File: src/rtl/instr_mem_loader.sv
// Boot-time loader: assembles little-endian words from a byte stream and writes
// them to consecutive instruction memory slots while holding the CPU in reset.
//
// state | meaning
// ------+----------------------------------------------------------
// IDLE  | no load since reset; waiting for start
// RECV  | accepting bytes of the current word (byte_ready high)
// WRITE | one-cycle memory write of the assembled word
// DONE  | last load completed; a new start may begin another load
module instr_mem_loader #(
   parameter int DEPTH = 64,
   parameter int CNT_W = 16
) (
   input  logic             clk,
   input  logic             rst_n,
   input  logic             start,
   input  logic [CNT_W-1:0] num_words,
   input  logic             byte_valid,
   input  logic [7:0]       byte_data,
   output logic             byte_ready,
   output logic             mem_we,
   output logic [31:0]      mem_addr,
   output logic [31:0]      mem_wdata,
   output logic             busy,
   output logic             cpu_hold,
   output logic             done,
   output logic             err
);

   localparam int IDX_W = $clog2(DEPTH);
   localparam logic [CNT_W-1:0] DEPTH_C = CNT_W'(DEPTH);

   typedef enum logic [1:0] {
      S_IDLE,
      S_RECV,
      S_WRITE,
      S_DONE
   } state_t;

   state_t           state_q, state_d;
   logic [CNT_W-1:0] count_q, count_d;
   logic [IDX_W-1:0] word_idx_q, word_idx_d;
   logic [1:0]       byte_idx_q, byte_idx_d;
   logic [31:0]      word_buf_q, word_buf_d;
   logic [31:0]      mem_addr_q, mem_addr_d;
   logic [31:0]      mem_wdata_q, mem_wdata_d;
   logic             done_q, done_d;
   logic             err_q, err_d;

   logic num_ok;
   logic last_word;

   assign num_ok    = (num_words != '0) && (num_words <= DEPTH_C);
   assign last_word = (CNT_W'(word_idx_q) == (count_q - CNT_W'(1)));

   always_comb begin
      state_d     = state_q;
      count_d     = count_q;
      word_idx_d  = word_idx_q;
      byte_idx_d  = byte_idx_q;
      word_buf_d  = word_buf_q;
      mem_addr_d  = mem_addr_q;
      mem_wdata_d = mem_wdata_q;
      done_d      = done_q;
      err_d       = err_q;

      case (state_q)
         S_IDLE, S_DONE: begin
            if (start) begin
               done_d = 1'b0;
               if (num_ok) begin
                  state_d    = S_RECV;
                  count_d    = num_words;
                  word_idx_d = '0;
                  byte_idx_d = '0;
                  err_d      = 1'b0;
               end else begin
                  err_d = 1'b1;
               end
            end
         end
         S_RECV: begin
            if (byte_valid) begin
               word_buf_d[{byte_idx_q, 3'b000} +: 8] = byte_data;
               byte_idx_d = byte_idx_q + 2'd1;
               // Address and data are latched here so they are stable for the whole WRITE cycle.
               if (byte_idx_q == 2'd3) begin
                  state_d     = S_WRITE;
                  mem_addr_d  = 32'({word_idx_q, 2'b00});
                  mem_wdata_d = {byte_data, word_buf_q[23:0]};
               end
            end
         end
         S_WRITE: begin
            if (last_word) begin
               state_d = S_DONE;
               done_d  = 1'b1;
            end else begin
               state_d    = S_RECV;
               word_idx_d = word_idx_q + IDX_W'(1);
               byte_idx_d = '0;
            end
         end
         default: state_d = S_IDLE;
      endcase
   end

   always_ff @(posedge clk or negedge rst_n) begin
      if (!rst_n) begin
         state_q     <= S_IDLE;
         count_q     <= '0;
         word_idx_q  <= '0;
         byte_idx_q  <= '0;
         word_buf_q  <= '0;
         mem_addr_q  <= '0;
         mem_wdata_q <= '0;
         done_q      <= 1'b0;
         err_q       <= 1'b0;
      end else begin
         state_q     <= state_d;
         count_q     <= count_d;
         word_idx_q  <= word_idx_d;
         byte_idx_q  <= byte_idx_d;
         word_buf_q  <= word_buf_d;
         mem_addr_q  <= mem_addr_d;
         mem_wdata_q <= mem_wdata_d;
         done_q      <= done_d;
         err_q       <= err_d;
      end
   end

   assign byte_ready = (state_q == S_RECV);
   assign mem_we     = (state_q == S_WRITE);
   assign busy       = (state_q == S_RECV) || (state_q == S_WRITE);
   assign cpu_hold   = busy;
   assign mem_addr   = mem_addr_q;
   assign mem_wdata  = mem_wdata_q;
   assign done       = done_q;
   assign err        = err_q;

endmodule

File: config.mk
export PLATFORM = sky130hd
export DESIGN_NAME = instr_mem_loader
export DESIGN_NICKNAME = d
export VERILOG_FILES = /design/src/rtl/instr_mem_loader.sv
export SDC_FILE = /design/constraint.sdc
export NUM_CORES = 1
export LEC_CHECK = 0
export CAP_MARGIN = 20
export CORE_MARGIN = 1
export CORE_UTILIZATION = 40
export CTS_BUF_LIST = sky130_fd_sc_hd__clkbuf_2 sky130_fd_sc_hd__clkbuf_4 sky130_fd_sc_hd__clkbuf_8
export DETAILED_ROUTE_END_ITERATION = 8
export GPL_ROUTABILITY_DRIVEN = 0
export GPL_TIMING_DRIVEN = 0
export PLACE_DENSITY = 0.62
export SYNTH_ARGS = -nofsm -noshare
export SYNTH_HDL_FRONTEND = slang
export SYNTH_SLANG_ARGS = --single-unit
File: constraint.sdc
create_clock -name clk -period 6.1 [get_ports clk]
set_input_delay 1.525 -clock clk [delete_from_list [all_inputs] [get_ports clk]]
set_output_delay 1.525 -clock clk [all_outputs]
set_load 0.005 [all_outputs]
==> out/qor.csv <==
metric,value,unit
syn-cell-area,0.00426,sq mm
setup_tns,0,ns
fmax,0.262,GHz
leakage,2.59,nW
power_density,322,mW/mm^2
min_path_type,flop to flop,
syn_to_final_growth,28.5,%
worstMarginPinSlew,0.915,ns
required,6.36,ns
ant_nets,0,
crit_slowest_cell,or4_4,
htreeDepth,3,
slew_viol_final,0,
cts_buffers,9,
critical_path_class,input pin to flop,
maxCapViolations,0,
start_util,41.2,%
whs_endpoint,mem_addr[5],
ioPinCount,98,
cts_resized,0,
slowest_delay,0.55,ns
r2r_cells,9,
synth.area.top_cells,"dfrtp_1 (53%), mux2_2 (11%), buf_4 (4.9%)",
synth_top_family_by_area,compound AO/OA/AOI/OAI gates,
antenna_cells,0,
wl_per_cell,15.7,microns
clock_skew,0.0117,ns
antenna_found_initial,0,
avgSynthCellArea,12.0,sq um
routed_via_density,5.05,
grt_pass1_wl,15800,microns
nFillCells,951,
path_max_fanout,7,
num_rows,37,
holdBufCountCts,0,
drtIter0Drc,80,
hold_viol_final,0,
synth_common_cells,"dfrtp_1 (90), mux2_2 (43), buf_4 (28)",
status,"complete, no violations",
grt-ovfl-total,0,
synth_xor_area_share,1.44,%
seq_area_frac_synth,52.9,%
synth-edff-count,0,
ir_drop,0.184,mV
yosysMostFrequentCell,dfrtp_1,
synth_warnings,0,
dpl-instance-area,0.00526,sq mm
async_flop_share,100,%
dp_hpwl,6770,microns
fin_crit_sh,62.5,%
grt_pass1_vias,2999,
multiInputGateArea,0.00180,sq mm
rsz0062_at_grt,no,
relSlewSlack,38.8,%
num_vias,3056,
stdcell_area,0.00547,sq mm
drt-total-wl,9520,microns
r2r-end,word_idx_q[0],
clockBufferDepth,2,
cp-end-kind,flop,
final-seq-area,0.00225,sq mm
fin_crit,3.81,ns
syn_inst,356,
drive_above_1_share,22.8,%
path_cells,"clkdlybuf4s50_1, or4_4, o31a_1, nor3_2, a21oi_2, or2_0, buf_2, or2_4, o41ai_2",
worstSetupStartpointType,input pin,
synth_fa_ha_area_share,2.94,%
coreArea,0.0103,sq mm
nets,502,
path_clk_slew,0.09,ns
synth-compound-area-share,12.3,%
yosysUniqueCellTypes,50,
hold_depth,2,
die_w,105,microns
cts_tree,yes,
hold_start,mem_addr[5],
worstSkewPairLatency,0.37,ns
clock-root-buffer,clkbuf_8,
drtPass1Iterations,4,
synth.area.mux_share,11.4,%
synth-seq-cells,90,
cts_sinks,90,
synth_top_cell_by_area,dfrtp_1,
synth_top_area_share,52.9,%
setup-violations-final,0,
portBuffers,70,
critPathArrivalTime,4.07,ns
grtUsageTotal,18.7,%
r2r_slack,3.43,ns
die_area,0.0111,sq mm
r2r_start,count_q[5],
drc,0,
grt_max_degree,52,
cts_setup_buffers,0,
yosys.area_share.simple,11.8,%
dieHeight,105,microns
synth_ff_type,dfrtp_1,
-- power by group --
part	internal (mW)	total, mW	switching, mW	leakage (nW)
registers	0.716	0.792	0.0762	1.21
clock network	0.199	0.427	0.228	0.101
logic	0.309	0.538	0.230	1.28
-- cells in the final DEF (no fill, tap or decap), types with 5 or more instances in the layout --
master	synthesis	final
conb_1	1	26
nand3_1	10	10
clkbuf_8	0	9
a21oi_1	6	6
nand2_1	14	14
o21ai_0	13	13
mux2_2	43	43
inv_1	13	13
clkdlybuf4s50_1	0	69
xnor2_1	5	5
nor2b_1	9	9
buf_4	28	29
a22o_1	24	24
nor2_1	13	13
clkbuf_1	9	9
dfrtp_1	90	90
o31ai_1	5	5
ha_1	10	10
-- logic make-up (layout without fill, tap and decap cells) --
logic type,Yosys count,after routing
other,1,26
DFF,90,90
AOI/OAI and AO/OA,68,68
xor gates and xnor gates,7,7
adders and majority gates,10,10
muxes,43,43
and+or+nand+nor,84,84
buffers and inverters,53,141
-- layout make-up --
class                           count  share of cell area, %
Buffer                             40                   4.72
Sequential cell                    90                   41.2
Inverter                           13                  0.893
Tap cell                          136                   3.11
Clock inverter                      6                   1.33
Clock buffer                       10                   2.40
Timing Repair Buffer               72                   13.4
Multi-Input combinational cell    238                   33.0
-- flip-flops by register name, summed over array words and instances (netlist names) --
register,count
mem_wdata,32
word_buf_q,24
count_q,16
mem_addr,6
word_idx_q,6
byte_idx_q,2
state_q,2
done,1
err,1
-- how the worst max path moves through the flow --
stage | start | to | depth (start not counted)
after floorplan | num_words[1] | word_idx_q[0] | 8
after global placement | rst_n | mem_wdata[14] | 1
after detailed placement | num_words[1] | word_idx_q[0] | 9
after CTS | num_words[1] | word_idx_q[4] | 9
after global routing | num_words[1] | word_idx_q[4] | 9
final | num_words[1] | word_idx_q[4] | 9
-- through the flow --
step	util (%)	total power [mW]	cells	hold WS (ns)	setup WS [ns]
2_1_floorplan	-	1.07	381	0.459	2.57
3_3_place_gp	50.6	1.32	587	0.481	0.217
3_5_place_dp	51.0	1.34	589	0.488	1.91
4_1_cts	53.0	1.78	605	0.509	2.30
5_1_grt	53.0	1.87	605	0.522	2.24
6_report	53.0	1.76	605	0.497	2.29
-- routing by layer --
layer  vias to the layer above  part of all wire (%)  track usage, %
li1                       1455                     -               -
met1                      1517                    46            24.3
met2                        73                    47            29.4
met3                        11                   5.3            7.11
met4                         0                   1.3            4.93
met5                         -                     0               0
-- worst max-delay path: cells and delay by family --
kind            cells  cell delay (ns)
simple gates        4             1.28
compound gates      3             0.68
buf+inv             2             0.59
Note: power is estimated with default switching activity, not from simulation.
